--- src/rtl/if_stage_pkg.sv ---
// if_stage_pkg: shared constants, FSM state encoding and IF/ID register
// layout for the instruction-fetch stage.
//   RESET_PC_DEF  : default PC loaded on reset
//   NOP_INSTR_DEF : bubble instruction (addi x0,x0,0)
//   fetch_state_e : S_BOOT=00, S_FETCH=01, S_HOLD=10, S_DRAIN=11
package if_stage_pkg;

  localparam logic [31:0] RESET_PC_DEF  = 32'h0000_0000;
  localparam logic [31:0] NOP_INSTR_DEF = 32'h0000_0013;
  localparam logic [31:0] PC_STEP       = 32'h0000_0004;

  typedef enum logic [1:0] {
    S_BOOT  = 2'b00,
    S_FETCH = 2'b01,
    S_HOLD  = 2'b10,
    S_DRAIN = 2'b11
  } fetch_state_e;

  typedef struct packed {
    logic [31:0] instr;
    logic [31:0] pc;
    logic        valid;
  } ifid_t;

  // Force an address onto a word boundary.
  function automatic logic [31:0] word_align(input logic [31:0] addr);
    return {addr[31:2], 2'b00};
  endfunction

endpackage

--- src/rtl/if_stage_pc_unit.sv ---
// pc_unit: program counter register for the fetch stage.
//   clk, reset (async active-low)
//   advance  : step PC by 4 (wraps at 2^32 silently)
//   redirect : load word-aligned target; wins over advance
//   target   : redirect address (low two bits ignored)
//   pc       : current PC (always word aligned)
module pc_unit
  import if_stage_pkg::*;
#(
  parameter logic [31:0] RESET_PC = RESET_PC_DEF
) (
  input  logic        clk,
  input  logic        reset,
  input  logic        advance,
  input  logic        redirect,
  input  logic [31:0] target,
  output logic [31:0] pc
);

  logic [31:0] pc_r;
  logic [31:0] pc_next_s;

  // Select the next PC: redirect, sequential advance, or hold.
  always_comb begin
    pc_next_s = pc_r;
    if (redirect) begin
      pc_next_s = word_align(target);
    end else if (advance) begin
      pc_next_s = pc_r + PC_STEP;
    end else begin
      pc_next_s = pc_r;
    end
  end

  // PC register.
  always_ff @(posedge clk or negedge reset) begin
    if (!reset) begin
      pc_r <= word_align(RESET_PC);
    end else begin
      pc_r <= pc_next_s;
    end
  end

  assign pc = pc_r;

endmodule

--- src/rtl/if_stage.sv ---
// if_stage: RV32I instruction-fetch stage. Owns the PC (via pc_unit), a
// req/rvalid instruction-memory master and the IF/ID pipeline register.
//   clk, reset (async active-low)
//   stall_IF                          : hold PC and IF/ID
//   branch_taken_EX, branch_target_EX : redirect + flush (beats stall)
//   imem_req, imem_addr               : fetch request, decoded from state
//   imem_rvalid, imem_rdata           : fetch response (may be same cycle)
//   instruction_ID, PC_ID, valid_ID   : IF/ID register outputs
// Optional build macro IF_PERF_COUNTERS_EN adds fetch_count / stall_count.
module if_stage
  import if_stage_pkg::*;
#(
  parameter logic [31:0] RESET_PC  = RESET_PC_DEF,
  parameter logic [31:0] NOP_INSTR = NOP_INSTR_DEF
) (
  input  logic        clk,
  input  logic        reset,
  input  logic        stall_IF,
  input  logic        branch_taken_EX,
  input  logic [31:0] branch_target_EX,
  output logic        imem_req,
  output logic [31:0] imem_addr,
  input  logic        imem_rvalid,
  input  logic [31:0] imem_rdata,
  output logic [31:0] instruction_ID,
  output logic [31:0] PC_ID,
  output logic        valid_ID
`ifdef IF_PERF_COUNTERS_EN
  ,
  output logic [31:0] fetch_count,
  output logic [31:0] stall_count
`endif
);

  fetch_state_e state_r, state_next_s;
  ifid_t        ifid_r, ifid_next_s;
  logic [31:0]  hold_instr_r, hold_next_s;
  logic [31:0]  drain_addr_r, drain_next_s;
  logic [31:0]  pc_s;
  logic         advance_s;

  pc_unit #(.RESET_PC(RESET_PC)) u_pc (
    .clk      (clk),
    .reset    (reset),
    .advance  (advance_s),
    .redirect (branch_taken_EX),
    .target   (branch_target_EX),
    .pc       (pc_s)
  );

  // FSM state register.
  always_ff @(posedge clk or negedge reset) begin
    if (!reset) begin
      state_r <= S_BOOT;
    end else begin
      state_r <= state_next_s;
    end
  end

  // FSM next state; a redirect outside S_DRAIN restarts fetching, but must
  // first drain a request the memory has not yet answered.
  always_comb begin
    state_next_s = state_r;
    case (state_r)
      S_BOOT:  state_next_s = S_FETCH;
      S_FETCH: state_next_s = (imem_rvalid && stall_IF) ? S_HOLD : S_FETCH;
      S_HOLD:  state_next_s = stall_IF ? S_HOLD : S_FETCH;
      S_DRAIN: state_next_s = imem_rvalid ? S_FETCH : S_DRAIN;
      default: state_next_s = S_BOOT;
    endcase
    if (branch_taken_EX && (state_r != S_DRAIN)) begin
      state_next_s = ((state_r == S_FETCH) && !imem_rvalid) ? S_DRAIN : S_FETCH;
    end else begin
      state_next_s = state_next_s;
    end
  end

  // FSM outputs: request and address decoded from the current state.
  always_comb begin
    imem_req  = 1'b0;
    imem_addr = pc_s;
    case (state_r)
      S_FETCH: begin
        imem_req  = 1'b1;
        imem_addr = pc_s;
      end
      S_DRAIN: begin
        imem_req  = 1'b1;
        imem_addr = drain_addr_r;
      end
      S_BOOT, S_HOLD: begin
        imem_req  = 1'b0;
        imem_addr = pc_s;
      end
      default: begin
        imem_req  = 1'b0;
        imem_addr = pc_s;
      end
    endcase
  end

  // IF/ID, hold-buffer and drain-address next values plus PC advance.
  always_comb begin
    ifid_next_s  = ifid_r;
    hold_next_s  = hold_instr_r;
    drain_next_s = drain_addr_r;
    advance_s    = 1'b0;
    if (branch_taken_EX) begin
      ifid_next_s = '{instr: NOP_INSTR, pc: 32'h0000_0000, valid: 1'b0};
      hold_next_s = NOP_INSTR;
      // Remember the outstanding address only when entering S_DRAIN.
      if ((state_r == S_FETCH) && !imem_rvalid) begin
        drain_next_s = pc_s;
      end else begin
        drain_next_s = drain_addr_r;
      end
    end else begin
      case (state_r)
        S_FETCH: begin
          if (imem_rvalid && !stall_IF) begin
            ifid_next_s = '{instr: imem_rdata, pc: pc_s, valid: 1'b1};
            advance_s   = 1'b1;
          end else if (imem_rvalid) begin
            hold_next_s = imem_rdata;
          end else if (!stall_IF) begin
            ifid_next_s = '{instr: NOP_INSTR, pc: ifid_r.pc, valid: 1'b0};
          end else begin
            ifid_next_s = ifid_r;
          end
        end
        S_HOLD: begin
          if (!stall_IF) begin
            ifid_next_s = '{instr: hold_instr_r, pc: pc_s, valid: 1'b1};
            advance_s   = 1'b1;
          end else begin
            ifid_next_s = ifid_r;
          end
        end
        S_DRAIN: begin
          if (!stall_IF) begin
            ifid_next_s = '{instr: NOP_INSTR, pc: ifid_r.pc, valid: 1'b0};
          end else begin
            ifid_next_s = ifid_r;
          end
        end
        S_BOOT: begin
          ifid_next_s = ifid_r;
        end
        default: begin
          ifid_next_s = ifid_r;
        end
      endcase
    end
  end

  // IF/ID pipeline register, hold buffer and drain address.
  always_ff @(posedge clk or negedge reset) begin
    if (!reset) begin
      ifid_r       <= '{instr: NOP_INSTR, pc: 32'h0000_0000, valid: 1'b0};
      hold_instr_r <= NOP_INSTR;
      drain_addr_r <= 32'h0000_0000;
    end else begin
      ifid_r       <= ifid_next_s;
      hold_instr_r <= hold_next_s;
      drain_addr_r <= drain_next_s;
    end
  end

  assign instruction_ID = ifid_r.instr;
  assign PC_ID          = ifid_r.pc;
  assign valid_ID       = ifid_r.valid;

`ifdef IF_PERF_COUNTERS_EN
  logic [31:0] fetch_count_r, stall_count_r;

  // Performance counters: valid IF/ID loads and stalled cycles, wrapping.
  always_ff @(posedge clk or negedge reset) begin
    if (!reset) begin
      fetch_count_r <= 32'h0000_0000;
      stall_count_r <= 32'h0000_0000;
    end else begin
      fetch_count_r <= advance_s ? (fetch_count_r + 32'h0000_0001) : fetch_count_r;
      stall_count_r <= stall_IF ? (stall_count_r + 32'h0000_0001) : stall_count_r;
    end
  end

  assign fetch_count = fetch_count_r;
  assign stall_count = stall_count_r;
`endif

endmodule

--- config.mk ---
export PLATFORM = sky130hd
export DESIGN_NAME = if_stage
export DESIGN_NICKNAME = d
export VERILOG_FILES = /design/src/rtl/if_stage_pkg.sv /design/src/rtl/if_stage_pc_unit.sv /design/src/rtl/if_stage.sv
export SDC_FILE = /design/constraint.sdc
export NUM_CORES = 1
export LEC_CHECK = 0
export CORE_ASPECT_RATIO = 0.6
export CORE_MARGIN = 4
export CORE_UTILIZATION = 28
export DETAILED_ROUTE_END_ITERATION = 10
export GPL_ROUTABILITY_DRIVEN = 1
export PLACE_DENSITY = 0.54
export SYNTH_ARGS = -nofsm -noshare
export SYNTH_HDL_FRONTEND = slang
export SYNTH_SLANG_ARGS = --single-unit
export TNS_END_PERCENT = 50
--- constraint.sdc ---
create_clock -name clk -period 3.01 [get_ports clk]
set_input_delay 0.301 -clock clk [delete_from_list [all_inputs] [get_ports clk]]
set_output_delay 0.301 -clock clk [all_outputs]
set_load 0.05 [all_outputs]
==> results.toml, run 1 <==
[run_status]
status = "completed"

[setup_path]
crit-reg2reg-launch = "state_r[0]"
crit_fanout = 14
worstSetupEndpointType = "output port"
cp-start-kind = "flop"
rrSetupSlack_ns = 0.44
cp-startpoint = "state_r[0]"
rr_worst_depth = 8
crit_end = "imem_addr[7]"
worstPathArrival_ns = 2.49
worstSetupPathType = "flop to output port"
worstReg2RegEnd = "PC_ID[17]"
critPathRequiredTime_ns = 2.71

[clock_network]
clock_sinks = 158
cts_tree = "yes"
clockRootBuffer = "clkbuf_16"
numCtsBuffers = 17
insertion_delay_ns = 0.43
clkTransAtPathRegs_ns = 0.06
htreeDepth = 4
clock_path_buffers = 2

[timing]
finClkSkew_ns = 0.00794
fmax_mhz = 358
maxSlewHeadroom = 0.522
rsz0062_at_grt = "no"
report.final.slew_viol_count = 0
worst_slack_ns = 0.214
timing.final.hold_violations = 0
setup_tns_ns = 0
period_share = 0.929
worst_pin_slew_ns = 0.715
hold_slack_ns = 0.395
setup_viol = 0
fin_crit_ns = 2.80

[synthesis]
ys_seq_area_frac = 0.517
synth_cell_type_count = 52
ys.warnings.count = 0
synthCells = 716
async_flop_share = 1.00
synth_edf_count = 0
ys.flop_type = "dfrtp_1"
ys_seq_elements = 158
syn_area_um2 = 7660
avgSynthCellArea_um2 = 10.7

[floorplanning]
initial_utilization = 0.287
core_um2 = 26600
pin_count = 167
floorplan.rows = 46
chipHeight_um = 136
die_area_um2 = 30100
die_w_um = 221

[route]
via_per_inst = 4.90
vias = 6094
drtAntennaViolNets = 0
drt_first_iter_violations = 359
drtPass1Iterations = 5
wl_per_cell_um = 18.7
routed_wl_um = 23300
post-route-drc-count = 0

[global_routing]
grt_pass1_wl_um = 36800
grt_pass1_vias = 6151
grt_usage = 0.157
grt_max_degree = 71
grt_antenna_before_repair = 2
grt_overflow = 0

[cells_and_area]
final_area_um2 = 10400
area_growth_pct = 35.4
n_antenna_cell = 0
layout_common_cells = "clkdlybuf4s50_1 (157), dfrtp_1 (152), nand2_1 (77)"
drive_gt1_frac = 0.162
layout_commonest_cell = "clkdlybuf4s50_1"
nets = 945

[placed_design]
dpl_cell_area_um2 = 9780
numPortBuffers = 162
dp_slack_ns = 0.472
gp_congestion = 0.744
hpwl_um = 16300

[pwr]
total_power_mw = 8.27
max-vdd-ir-drop_mv = 0.483
p_per_area_nw_per_um2 = 797
p_leak_nw = 4.22

[hold_path]
hold_class = "input port to async pin"

[flow_run]
maxCapViolCount = 0
==> synthesized netlist by cell type, drive strengths merged, types with 3 or more instances <==
| cell | count | area (um2) |
|---|---|---|
| o31ai | 14 | 105 |
| nor2 | 29 | 109 |
| xnor2 | 6 | 52.6 |
| a31oi | 18 | 113 |
| a22oi | 15 | 113 |
| nand3b | 4 | 30.0 |
| nand2b | 3 | 18.8 |
| mux2 | 58 | 653 |
| a222oi | 15 | 150 |
| nor2b | 4 | 25.0 |
| dfstp | 6 | 158 |
| or4 | 22 | 169 |
| clkbuf | 42 | 158 |
| or3 | 5 | 31.3 |
| nand4 | 6 | 37.5 |
| and3 | 3 | 18.8 |
| o2bb2ai | 15 | 131 |
| ha | 6 | 75.1 |
| a32oi | 3 | 26.3 |
| mux2i | 31 | 310 |
| and4 | 6 | 52.6 |
| dfrtp | 152 | 3800 |
| o22ai | 3 | 18.8 |
| nand2 | 77 | 289 |
| o21ai | 31 | 155 |
| nand3 | 14 | 87.6 |
| a22o | 31 | 272 |
| buf | 19 | 103 |
| a21oi | 12 | 60.1 |
| nor4b | 4 | 35.0 |
| inv | 44 | 165 |
==> power breakdown <==
part           internal, mW  switching, mW  leakage [nW]
clock network          1.26          0.907         0.285
registers              2.53          0.265          2.01
logic                  1.27           2.04          1.92
total                  5.06           3.21          4.22
==> metal layers <==
metal	track usage	vias up	part of all wire
li1	-	2911	-
met1	0.241	3018	0.53
met2	0.213	142	0.40
met3	0.0481	21	0.058
met4	0.0389	2	0.012
met5	0	-	0.00086
==> per-stage QoR <==
| step | cells | utilization |
|---|---|---|
| after floorplan | 717 | - |
| after global placement | 1210 | 0.367 |
| after detailed placement | 1210 | 0.367 |
| after CTS | 1243 | 0.389 |
| after global routing | 1243 | 0.389 |
| final | 1243 | 0.389 |
==> what timing repair did <==
item	4_1_cts	5_1_grt
setup buffers	0	0
hold endpoints to repair	56	0
resized for setup	1	0
setup endpoints to repair	7	0
hold buffers	1	0
==> final cells by class <==
| cell class | instances | area (um2) |
|---|---|---|
| fill | 2654 | 16300 |
| sequential | 158 | 3960 |
| multi-input combinational | 454 | 3310 |
| timing repair buffer | 195 | 1910 |
| clock buffer | 20 | 457 |
| tap | 360 | 450 |
| inverter | 44 | 165 |
| clock inverter | 12 | 119 |
==> worst max-delay path, cell delays in order, from the launching register on <==
cell             delay, ns
dfrtp_1               0.44
ha_4                  0.34
buf_4                 0.22
mux2_2                0.35
clkdlybuf4s50_1       0.71
==> cell families (layout without fill, tap and decap cells) <==
group                      after synthesis  count (layout)  share of synthesized area
AOI/OAI and AO/OA                      165             165                      0.158
xor gates and xnor gates                 7               7                    0.00801
adders and majority gates                6               6                    0.00980
buffers and inverters                  105             271                     0.0556
DFF                                    158             158                      0.517
muxes                                   89              89                      0.126
other                                    1               2                   0.000490
and+or+nand+nor                        185             185                      0.125
==> sequential cells by signal (all words and copies together) (netlist names) <==
name and cells:
valid_ID 1, hold_instr_r 32, state_r 2, PC_ID 31, drain_addr_r 30, u_pc.pc 30
instruction_ID 32
==> worst min-delay path by stage <==
| stage | slack [ns] | from | depth (start not counted) | end |
|---|---|---|---|---|
| final | 0.40 | reset | 2 | u_pc.pc[20] |
| after CTS | 0.37 | imem_rdata[1] | 3 | hold_instr_r[1] |
| after global placement | 0.33 | reset | 1 | u_pc.pc[20] |
| after floorplan | 0.005 | reset | 0 | PC_ID[10] |
| after detailed placement | 0.33 | reset | 1 | u_pc.pc[20] |
| after global routing | 0.39 | imem_rdata[1] | 3 | hold_instr_r[1] |
No activity file was read; power rests on OpenSTA's default activity.
==> run 2: changes to the inputs <==
- DONT_BUFFER_PORTS: not set -> 1
- PLACE_DENSITY: 0.54 -> 0.46
==> results.toml, run 2 (synthesis results as in run 1) <==
[run_status]
status = "finished with violations"
violations = "hold timing"

[placed_design]
dpl_cell_area_um2 = 8020
numPortBuffers = 0
gp_congestion = 0.759
hpwl_um = 15300

[cells_and_area]
area_growth_pct = 18.4
final_area_um2 = 9070
layout_common_cells = "dfrtp_1 (152), nand2_1 (77), mux2_2 (58)"
drive_gt1_frac = 0.160
nets = 817
area.sequential_um2 = 3960
nFillCells = 2672
layout_commonest_cell = "dfrtp_1"
multi_input_area_um2 = 3300

[global_routing]
grt_antenna_before_repair = 1
grt_overflow = 0
grt_usage = 0.159
grt_pass1_wl_um = 37000
grt_max_degree = 159
grt_pass1_vias = 6191

[route]
post-route-drc-count = 0
drtPass1Iterations = 7
drtAntennaViolNets = 0
vias = 5839
routed_wl_um = 23500
drt_first_iter_violations = 409
via_per_inst = 5.24
wl_per_cell_um = 21.1

[timing]
maxSlewHeadroom = 0.402
fmax_mhz = 376
timing.final.hold_violations = 158
setup_tns_ns = 0
fin_crit_ns = 2.66
period_share = 0.883
report.final.slew_viol_count = 0
hold_slack_ns = -0.442
worst_pin_slew_ns = 0.896
setup_viol = 0
finClkSkew_ns = 0.0128
rsz0062_at_grt = "no"

[clock_network]
cts_tree = "yes"
htreeDepth = 4
ctsResizeCount = 0
clock_path_buffers = 2
clockRootBuffer = "clkbuf_16"
clock_sinks = 158
clkTransAtPathRegs_ns = 0.06
postCtsSetupRepairBufs = 0
insertion_delay_ns = 0.44
numCtsBuffers = 17
cts_hold_buffers = 50

[hold_path]
hold_class = "input port to async pin"

[setup_path]
worstPathArrival_ns = 2.36
crit_path_max_incr_delay_ns = 0.57
rrSetupSlack_ns = 0.40
worstSetupEndpointType = "output port"
worstSetupPathType = "flop to output port"
critPathRequiredTime_ns = 2.71
cp-start-kind = "flop"
worstPathCellList = "ha_2, buf_4, mux2_2"
cp_slowest_cell = "ha_2"
crit_fanout = 20

[floorplanning]
pin_count = 167
core_um2 = 26600
die_area_um2 = 30100
die_w_um = 221
initial_utilization = 0.287
chipHeight_um = 136
floorplan.rows = 46

[pwr]
p_per_area_nw_per_um2 = 830
total_power_mw = 7.53
max-vdd-ir-drop_mv = 0.317
p_leak_nw = 3.70

[flow_run]
maxCapViolCount = 0
run 2: cell count changes in the layout (fill, tap and decap cells not counted), moves of 2 or more:
cell             delta
clkdlybuf4s50_1   -157
diode_2             +2
clkinvlp_4          +2
clkinv_2            -5
dlygate4sd3_1      +49
inv_6               +2
buf_12              -3
buf_4              -16
run 2: cell type report:
type	count	area share
sequential	158	0.437
multi-input combinational	454	0.364
timing repair buffer	67	0.0706
clock buffer	20	0.0504
tap	360	0.0497
inverter	44	0.0182
clock inverter	9	0.00966
antenna	2	0.000552
run 2: metrics by stage:
| stage | cells | hold slack [ns] | worst slack [ns] | util |
|---|---|---|---|---|
| 2_1_floorplan | 717 | 0.00541 | 0.561 | - |
| 3_3_place_gp | 1033 | 0.0124 | 0.492 | 0.301 |
| 3_5_place_dp | 1033 | 0.0116 | 0.434 | 0.301 |
| 4_1_cts | 1112 | -0.473 | 0.298 | 0.340 |
| 5_1_grt | 1113 | -0.482 | 0.257 | 0.340 |
| 6_report | 1114 | -0.442 | 0.351 | 0.340 |
run 2: power breakdown:
part	leakage, nW	internal, mW	total [mW]	switching [mW]
Sequential	2.01	2.53	3.23	0.706
Clock	0.257	1.17	2.07	0.904
Combinational	1.43	0.754	2.22	1.47
Total	3.70	4.45	7.53	3.08
run 2: routing by layer:
layer / part of all wire / track usage / vias to the layer above
li1: - / - / 2661
met1: 0.48 / 0.222 / 2981
met2: 0.43 / 0.234 / 169
met3: 0.063 / 0.0522 / 28
met4: 0.019 / 0.0513 / 0
met5: 0 / 0 / -
run 2: path summary, 6_finish.rpt:
path	startpoint	to	cells past startpoint
hold reg to reg	hold_instr_r[6]	hold_instr_r[6]	1
hold / removal	reset	drain_addr_r[17]	0
setup reg to reg	state_r[1]	u_pc.pc[28]	7
max in group asynchronous	reset	hold_instr_r[10]	0
min in group clk	branch_target_EX[18]	u_pc.pc[18]	2
setup / recovery	state_r[0]	imem_addr[27]	3
run 2: critical path, delay by kind of cell (launching register included):
kind	cells	cell delay (ns)
flip-flops	1	0.41
adder cells (fa/ha/maj)	1	0.57
multiplexers	1	0.52
buffers and inverters	1	0.41
